$ cat config.mk
export PLATFORM = sky130hd
export DESIGN_NAME = ifu_fetch_flat
export DESIGN_NICKNAME = d
export VERILOG_FILES = /design/src/rtl/ifu_pkg.sv /design/src/rtl/ifu_fetch_if.sv /design/src/rtl/ifu_fetch.sv /design/src/flat_wrapper.sv
export SDC_FILE = /design/constraint.sdc
export NUM_CORES = 1
export LEC_CHECK = 0
export CORE_AREA = 2 2 155 157
export CTS_CLUSTER_SIZE = 16
export DETAILED_ROUTE_END_ITERATION = 12
export DIE_AREA = 0 0 157 159
export PLACE_DENSITY = 0.72
export SETUP_SLACK_MARGIN = 0.3
export SYNTH_ARGS = -nofsm -noshare
export SYNTH_HDL_FRONTEND = slang
export SYNTH_SLANG_ARGS = --single-unit
$ cat constraint.sdc
create_clock -name clock -period 3.1 [get_ports clock]
set_input_delay 0.465 -clock clock [delete_from_list [all_inputs] [get_ports clock]]
set_output_delay 0.465 -clock clock [all_outputs]
set_load 0.1 [all_outputs]
$ cat src/rtl/ifu_pkg.sv
// Shared fetch-unit types and constants.
// Holds the FSM state enum, XLEN/ILEN, the PC reset value and INST_BYTES.
package ifu_pkg;

  localparam int XLEN = 64;
  localparam int ILEN = 32;
  localparam int INST_BYTES = 4;

  // Also used by the architectural PC register.
  localparam logic [XLEN-1:0] PC_RESET = 64'h8000_0000;

  typedef enum logic [1:0] {
    S_IDLE,
    S_REQ,
    S_WAIT,
    S_HOLD
  } state_e;

endpackage

$ cat src/rtl/ifu_fetch_if.sv
// Fetch-unit bundle: PC read/write, imem request/response, decode channel.
// master = fetch unit side, slave = environment (PC reg, imem, decode, exec).
interface ifu_fetch_if;
  import ifu_pkg::*;

  logic [XLEN-1:0] pc;
  logic            pc_wen;
  logic [XLEN-1:0] pc_wdata;

  logic            redirect_valid;
  logic [XLEN-1:0] redirect_pc;

  logic            imem_req_valid;
  logic            imem_req_ready;
  logic [XLEN-1:0] imem_req_addr;

  logic            imem_resp_valid;
  logic [ILEN-1:0] imem_resp_data;
  logic            imem_resp_err;

  logic            out_valid;
  logic            out_ready;
  logic [XLEN-1:0] out_pc;
  logic [ILEN-1:0] out_inst;
  logic            out_fault;

  modport master (
    input  pc,
    output pc_wen,
    output pc_wdata,
    input  redirect_valid,
    input  redirect_pc,
    output imem_req_valid,
    input  imem_req_ready,
    output imem_req_addr,
    input  imem_resp_valid,
    input  imem_resp_data,
    input  imem_resp_err,
    output out_valid,
    input  out_ready,
    output out_pc,
    output out_inst,
    output out_fault
  );

  modport slave (
    output pc,
    input  pc_wen,
    input  pc_wdata,
    output redirect_valid,
    output redirect_pc,
    input  imem_req_valid,
    output imem_req_ready,
    input  imem_req_addr,
    output imem_resp_valid,
    output imem_resp_data,
    output imem_resp_err,
    input  out_valid,
    output out_ready,
    input  out_pc,
    input  out_inst,
    input  out_fault
  );

endinterface

$ cat src/rtl/ifu_fetch.sv
// Instruction fetch: PC -> imem request -> response -> decode, then PC write.
// Ports: clock, reset (sync, active-high), bus (ifu_fetch_if.master).
module ifu_fetch
  import ifu_pkg::*;
(
  input  logic        clock,
  input  logic        reset,
  ifu_fetch_if.master bus
);

  state_e          r_state;
  state_e          w_next;
  logic            r_drop;
  logic            w_drop;
  logic            r_out_valid;
  logic            w_out_valid;
  logic [XLEN-1:0] r_out_pc;
  logic [ILEN-1:0] r_out_inst;
  logic            r_out_fault;

  logic            w_load;
  logic [ILEN-1:0] w_inst;
  logic            w_fault;
  logic            w_misal;
  logic            w_req_valid;
  logic            w_pc_wen;
  logic [XLEN-1:0] w_pc_wdata;
  logic [XLEN-1:0] w_pc_inc;

  assign w_misal  = bus.pc[1:0] != 2'b00;
  assign w_pc_inc = bus.pc + XLEN'(INST_BYTES);

  always_ff @(posedge clock) begin
    if (reset) begin
      r_state     <= S_IDLE;
      r_drop      <= 1'b0;
      r_out_valid <= 1'b0;
      r_out_pc    <= '0;
      r_out_inst  <= '0;
      r_out_fault <= 1'b0;
    end else begin
      r_state     <= w_next;
      r_drop      <= w_drop;
      r_out_valid <= w_out_valid;
      if (w_load) begin
        r_out_pc    <= bus.pc;
        r_out_inst  <= w_inst;
        r_out_fault <= w_fault;
      end
    end
  end

  always_comb begin
    w_next      = r_state;
    w_drop      = r_drop;
    w_out_valid = r_out_valid;
    w_load      = 1'b0;
    w_inst      = '0;
    w_fault     = 1'b0;
    w_req_valid = 1'b0;
    w_pc_wen    = 1'b0;
    w_pc_wdata  = w_pc_inc;

    unique case (r_state)
      S_IDLE: begin
        w_next = S_REQ;
      end
      S_REQ: begin
        if (w_misal) begin
          // A redirect replaces the faulting PC, so no fault is reported.
          if (!bus.redirect_valid) begin
            w_load      = 1'b1;
            w_fault     = 1'b1;
            w_out_valid = 1'b1;
            w_next      = S_HOLD;
          end
        end else begin
          // Unaccepted request under redirect simply retries next cycle
          // with the new PC.
          w_req_valid = 1'b1;
          if (bus.imem_req_ready) begin
            w_next = S_WAIT;
            w_drop = bus.redirect_valid;
          end
        end
      end
      S_WAIT: begin
        if (bus.imem_resp_valid) begin
          if (r_drop || bus.redirect_valid) begin
            w_drop = 1'b0;
            w_next = S_REQ;
          end else begin
            w_load      = 1'b1;
            w_inst      = bus.imem_resp_err ? '0 : bus.imem_resp_data;
            w_fault     = bus.imem_resp_err;
            w_out_valid = 1'b1;
            w_next      = S_HOLD;
          end
        end else if (bus.redirect_valid) begin
          w_drop = 1'b1;
        end
      end
      S_HOLD: begin
        if (bus.out_ready || bus.redirect_valid) begin
          w_out_valid = 1'b0;
          w_next      = S_REQ;
        end
        if (bus.out_ready) begin
          w_pc_wen = 1'b1;
        end
      end
      default: begin
        w_next = S_IDLE;
      end
    endcase

    if (bus.redirect_valid) begin
      w_pc_wen   = 1'b1;
      w_pc_wdata = bus.redirect_pc;
    end
  end

  assign bus.imem_req_valid = w_req_valid & ~reset;
  assign bus.imem_req_addr  = bus.pc;
  assign bus.pc_wen         = w_pc_wen & ~reset;
  assign bus.pc_wdata       = w_pc_wdata;
  assign bus.out_valid      = r_out_valid;
  assign bus.out_pc         = r_out_pc;
  assign bus.out_inst       = r_out_inst;
  assign bus.out_fault      = r_out_fault;

endmodule

$ cat src/flat_wrapper.sv
// flat-port wrapper written by rule: the top's interface ports become plain ports
module ifu_fetch_flat import ifu_pkg::*;
  (clock, reset, bus_pc, bus_pc_wen, bus_pc_wdata, bus_redirect_valid, bus_redirect_pc, bus_imem_req_valid, bus_imem_req_ready, bus_imem_req_addr, bus_imem_resp_valid, bus_imem_resp_data, bus_imem_resp_err, bus_out_valid, bus_out_ready, bus_out_pc, bus_out_inst, bus_out_fault);
  ifu_fetch_if bus_i ();
  input  logic clock;
  input  logic reset;
  input wire logic [$bits(bus_i.pc)-1:0] bus_pc;
  output wire logic [$bits(bus_i.pc_wen)-1:0] bus_pc_wen;
  output wire logic [$bits(bus_i.pc_wdata)-1:0] bus_pc_wdata;
  input wire logic [$bits(bus_i.redirect_valid)-1:0] bus_redirect_valid;
  input wire logic [$bits(bus_i.redirect_pc)-1:0] bus_redirect_pc;
  output wire logic [$bits(bus_i.imem_req_valid)-1:0] bus_imem_req_valid;
  input wire logic [$bits(bus_i.imem_req_ready)-1:0] bus_imem_req_ready;
  output wire logic [$bits(bus_i.imem_req_addr)-1:0] bus_imem_req_addr;
  input wire logic [$bits(bus_i.imem_resp_valid)-1:0] bus_imem_resp_valid;
  input wire logic [$bits(bus_i.imem_resp_data)-1:0] bus_imem_resp_data;
  input wire logic [$bits(bus_i.imem_resp_err)-1:0] bus_imem_resp_err;
  output wire logic [$bits(bus_i.out_valid)-1:0] bus_out_valid;
  input wire logic [$bits(bus_i.out_ready)-1:0] bus_out_ready;
  output wire logic [$bits(bus_i.out_pc)-1:0] bus_out_pc;
  output wire logic [$bits(bus_i.out_inst)-1:0] bus_out_inst;
  output wire logic [$bits(bus_i.out_fault)-1:0] bus_out_fault;
  assign bus_i.pc = bus_pc;
  assign bus_pc_wen = bus_i.pc_wen;
  assign bus_pc_wdata = bus_i.pc_wdata;
  assign bus_i.redirect_valid = bus_redirect_valid;
  assign bus_i.redirect_pc = bus_redirect_pc;
  assign bus_imem_req_valid = bus_i.imem_req_valid;
  assign bus_i.imem_req_ready = bus_imem_req_ready;
  assign bus_imem_req_addr = bus_i.imem_req_addr;
  assign bus_i.imem_resp_valid = bus_imem_resp_valid;
  assign bus_i.imem_resp_data = bus_imem_resp_data;
  assign bus_i.imem_resp_err = bus_imem_resp_err;
  assign bus_out_valid = bus_i.out_valid;
  assign bus_i.out_ready = bus_out_ready;
  assign bus_out_pc = bus_i.out_pc;
  assign bus_out_inst = bus_i.out_inst;
  assign bus_out_fault = bus_i.out_fault;
  ifu_fetch u_core (.clock(clock), .reset(reset), .bus(bus_i));
endmodule
After elaboration in Yosys (flattened, before gate mapping)
Index checks and enable logic that the tools add are counted.
{"block": "totals", "in_bits": 167, "out_inout_bits": 228, "reg_bits": 101}
{"block": "op_classes", "n_bitwise": 3, "n_eq_ne": 14, "n_addsub": 1, "n_reduce_logical": 9, "mux": 37}
{"cell": "2-to-1 mux 32 bit", "n": 4}
{"cell": "adder 64 x 3 -> 64 bit, second input constant", "n": 1}
{"cell": "2-to-1 mux 64 bit", "n": 1}
{"cell": "2-to-1 mux 1 bit", "n": 21}
{"cell": "2-to-1 mux 2 bit", "n": 6}
{"cell": "inequality test 2 bit, second input constant", "n": 5}
{"cell": "one-hot mux 2 bit (4 select lines)", "n": 1}
{"cell": "inequality test 3 x 2 -> 1 bit, second input constant", "n": 2}
{"cell": "inequality test 3 bit, second input constant", "n": 2}
{"cell": "one-hot mux 1 bit (2 select lines)", "n": 3}
{"cell": "AND reduction 6 bit", "n": 1}
{"cell": "AND reduction 5 bit", "n": 1}
{"cell": "equality test 2 bit, second input constant", "n": 2}
{"cell": "inequality test 2 x 1 -> 1 bit, second input constant", "n": 2}
{"cell": "AND reduction 4 bit", "n": 1}
{"cell": "nonzero test 2 bit", "n": 2}
{"cell": "one-hot mux 1 bit (3 select lines)", "n": 1}
{"cell": "nonzero test 3 bit", "n": 1}
{"cell": "AND 1 bit", "n": 2}
{"cell": "equality test 2 x 1 -> 1 bit, second input constant", "n": 1}
{"cell": "logical NOT 2 bit", "n": 1}
{"cell": "logical OR 1 bit", "n": 2}
{"cell": "inverter 1 bit", "n": 1}

Longest topological paths before layout
{"block": "depth", "word_depth": 4, "depth_mapped": 9, "depth_no_buf": 7}

Least setup slack after synthesis
OpenSTA, ideal clock, no wires.
{"block": "synth_path", "path_kind": "input-to-output", "start": "in reset", "end": "out bus_imem_req_valid", "setup_slack_ns": -1.126, "required_ns": 2.635, "arrival_time_ns": 3.761, "cell_stages": 2, "path_cell_list": "clkbuf_1 -> nor4b_1"}
{"block": "synth_via", "elab_chain_cells": 2}
{"element": "start, declared", "line": "flat_wrapper.sv:6", "text": "input logic reset;"}
{"element": "inverter 1 bit", "line": "ifu_fetch.sv:123", "text": "assign bus.imem_req_valid = w_req_valid & ~reset;"}
{"element": "AND 1 bit", "line": "ifu_fetch.sv:123"}
{"element": "end, declared", "line": "flat_wrapper.sv:12", "text": "output wire logic [$bits(bus_i.imem_req_valid)-1:0] bus_imem_req_valid;"}
Every way passes these cells.

Final worst setup path
{"block": "layout_path", "start": "in bus_pc[19]", "end": "out bus_pc_wdata[48]"}
{"block": "layout_via", "elab_chain_cells": 2}
{"element": "start, declared", "line": "flat_wrapper.sv:7", "text": "input wire logic [$bits(bus_i.pc)-1:0] bus_pc;"}
{"element": "adder 64 x 3 -> 64 bit", "line": "ifu_fetch.sv:31", "text": "assign w_pc_inc = bus.pc + XLEN'(INST_BYTES);"}
{"element": "2-to-1 mux 64 bit", "line": "ifu_fetch.sv:117", "text": "if (bus.redirect_valid) begin"}
{"element": "end, declared", "line": "flat_wrapper.sv:9", "text": "output wire logic [$bits(bus_i.pc_wdata)-1:0] bus_pc_wdata;"}
Every way passes these cells.

==> impl_results.md <==
- Status: completed
- Area contributors post-synth: dfxtp_1, nand2_1, buf_4, a21oi_1, nor2_1
- # IOs: 395
- R2R Path Start: u_core.r_state[1]
- CP Buf/Inv Count: 4
- Share of layout cells above drive strength 1: 0.459
- Endpoints failing hold: 0
- First-pass DRT Iterations: 7
- Commonest cells after routing, fill and taps aside: buf_4, nand2_1, clkdlybuf4s50_1, dfxtp_1, buf_12
- DRC viols: 0
- Vias in the first global route: 8,054
- Routed vias: 7,971
- Core ar.: 23,200 um^2
- Post-DP HPWL: 23.7 mm
- Reg2reg path depth: 7
- Final Critical Period: 2.83 ns
- Sw Ratio: 0.495
- Placed Area: 11,800 um^2
- Reg2Reg Capture Point: u_core.bus.out_inst[11]
- Seq cells post-synth: 101
- Syn Nets: 1,019
- Kind of cell adding the most delay to the critical path: simple AND/OR/NAND/NOR gates
- M2 GR Usage: 0.434
- Hold WS: 0.457 ns
- Count of final max-slew check failures: 0
- Min-delay src: u_core.bus.out_pc[27]
- Hold Path Class: reg -> reg
- Final Instance Count excl. Fillers: 1,648
- Clk sink count: 101
- Hold Path Stages: 2
- Worst slack, placed: -0.269 ns
- Static leakage: 5.25 nW
- Area delta synth->final: 111%
- Max-cap violations: 0
- Yosys cell types: 53
- Mapped cell area: 6100 um^2
- Actual slew at the worst max-slew pin: 0.862 ns
- DP Cell Count: 1,591
- Leading cell type in the layout, fill and taps excluded: buf_4
- Antenna-violating nets left: 0
- Routed wire length: 31.2 mm
- Fmax: 353 MHz
- Yosys warnings: 0
- Max VDD drop: 0.265 mV
- Port bufs: 394
- Synth area leader: dfxtp_1
- RSZ-0062 raised after global routing: true
- Most numerous cell on the critical path: buf_6
- Grt met1 use: 0.272
- CTS tree: yes
- Pint: 2.91 mW
- Die H: 159 um
- Sequential area share after synthesis: 0.331
- Ys async rst share: 0
- RePlAce Congestion: 0.851
- Crit end category: output pin
- Clock share of power: 0.206
- GRT Total Usage: 0.240
- Met3 Use GR: 0.0582
- Cells after Synth: 847
- # setup viols final: 0
- Final setup margin: 0.267 ns
- Largest net degree at the start of global routing: 76
- CP Max Fanout: 4
- Switching power: 2.85 mW
- Clk slew on worst S/H paths: 0.08 ns
- Setup CP Type: in -> out
- CTS Hold Bufs: 0
- Slowest stage cell, crit path: or4_4
- First-pass GRT wire length: 46.3 mm
- Main flop type after synthesis: dfxtp_1
- Syn avg cell area: 7.21 um^2
- Critical Path Max Stage Delay: 0.61 ns
- GR peak layer: met2
- Grt ovf: 0
- Drt wl/cell: 19.0 um
- Chip width: 157 um
- Initial antenna violation count: 3
- Crit path launch type: input pin
- H-Tree Level Count: 3
- Clock Tree Root: clkbuf_16
- Area fraction of the dominant cell type after synthesis: 0.331
- Total Die Area: 25,000 um^2
- Initial core utilization: 0.263
- Drt initial violations: 349
- Worst path required time: 2.63 ns
- Later-pin clock latency in the skew report: 0.35 ns
- Sequential share of power: 0.253
- PwrDens: 448 nW/um^2
- Cells along the critical path: buf_6, nand3_2, buf_6, nor4_4, buf_6, nand4_1, or4_4, a31oi_4, buf_12
- Nets: 1,493
- Total CTS buffers: 9
- Worst Skew: 0.00841 ns
- Via density: 4.84
- Crit share post-route: 0.914
- Row count: 56
- Number of flops mapped to enable cells by yosys: 0
- Post-route design area: 12,900 um^2
- Hold endpoint: u_core.bus.out_pc[27]
- TNS Setup: 0 ns
- Crit path arrival time: 2.37 ns
- Clock buffer depth: 2
- Worst reg2reg setup slack: 0.97 ns
- Power share of the combinational group: 0.541
- Relative slew margins: 0.425
## per-layer routing
metal / part of all wire / up-vias / routed length (um)
met5: 0 / - / 0
met4: 0.028 / 0 / 860
met3: 0.074 / 47 / 2310
met2: 0.51 / 333 / 15800
met1: 0.39 / 3749 / 12200
li1: - / 3842 / -
## cells in the mapped netlist, types with 2 or more instances
library cell	number
a21oi_1	69
a22oi_1	32
a31oi_1	23
and2_1	3
and3_1	4
and4_1	4
buf_1	4
buf_4	64
clkbuf_1	45
dfxtp_1	101
ha_1	5
inv_1	13
mux2_2	4
nand2_1	195
nand3_1	22
nand3_2	2
nand4_1	17
nand4b_1	2
nor2_1	70
nor3_1	9
nor4_1	6
nor4_4	2
o21ai_0	50
o31ai_1	15
or3_1	9
or4_1	16
xnor2_1	14
xor2_1	22
## what timing repair did
| action | CTS | global route |
|---|---|---|
| endpoints found under the setup margin | 54 | 33 |
| buffers inserted | 29 | 6 |
| pin swaps | 51 | 35 |
| gates cloned | 3 | 0 |
| gates resized for setup | 241 | 61 |
## state kept, by name, summed over array words and instances, names as in the netlist
register              count
u_core.bus.out_fault      1
u_core.bus.out_inst      32
u_core.bus.out_pc        64
u_core.bus.out_valid      1
u_core.r_drop             1
u_core.r_state            2
## power groups by stage
stage | clock network [mW] | logic [mW] | registers (mW)
final | 1.19 | 3.11 | 1.45
after global routing | 1.28 | 3.23 | 1.47
after CTS | 1.24 | 3.11 | 1.46
after detailed placement | 0 | 3.09 | 1.48
after global placement | 0 | 3.07 | 1.48
after floorplan | 0 | 1.45 | 2.08
## area by class of cell
cell class | instances | area (um^2)
fillers | 2037 | 10300
repair buffers | 578 | 5690
multi-input cells | 618 | 4380
flip-flops and latches | 101 | 2020
well taps | 319 | 399
clock buffers | 9 | 225
clock inverters | 7 | 77.6
inverters | 13 | 48.8
diodes | 3 | 7.51
## how the worst max path moves through the flow
stage,from,endpoint,slack [ns],depth (start not counted)
final,bus_pc[19],bus_pc_wdata[48],0.27,9
after floorplan,bus_redirect_valid,bus_pc_wdata[4],-0.35,3
after global placement,bus_pc[14],bus_pc_wdata[63],-0.23,7
after CTS,bus_pc[3],bus_pc_wdata[52],0.23,9
after global routing,bus_pc[52],bus_pc_wdata[56],0.20,8
after detailed placement,bus_pc[23],bus_pc_wdata[45],-0.27,9
## worst reg2reg max path, stage by stage (launching register included)
cell     delay [ns]
dfxtp_1        0.33
inv_1          0.09
ha_1           0.31
o21ai_0        0.33
a21o_4         0.40
buf_12         0.22
a22oi_1        0.23
nor2_1         0.07
## through the flow
step	power, mW	util
finish	5.76	0.554
global route	5.98	0.554
floorplan	3.54	-
CTS	5.80	0.544
global placement	4.55	0.510
detailed placement	4.58	0.510
## kinds of logic (layout without fill, tap and decap cells)
| kind of cell | count (synthesis) | after routing | share of synthesized area |
|---|---|---|---|
| AND/OR/NAND/NOR | 373 | 374 | 0.286 |
| AO/OA/AOI/OAI | 198 | 198 | 0.192 |
| buffers and inverters | 129 | 607 | 0.120 |
| flip-flops | 101 | 101 | 0.331 |
| XOR/XNOR | 36 | 36 | 0.0516 |
| adder cells (fa/ha/maj) | 5 | 5 | 0.0102 |
| multiplexers | 5 | 5 | 0.00902 |
| other | 0 | 3 | 0 |
Power figures use the tool's default switching activity.
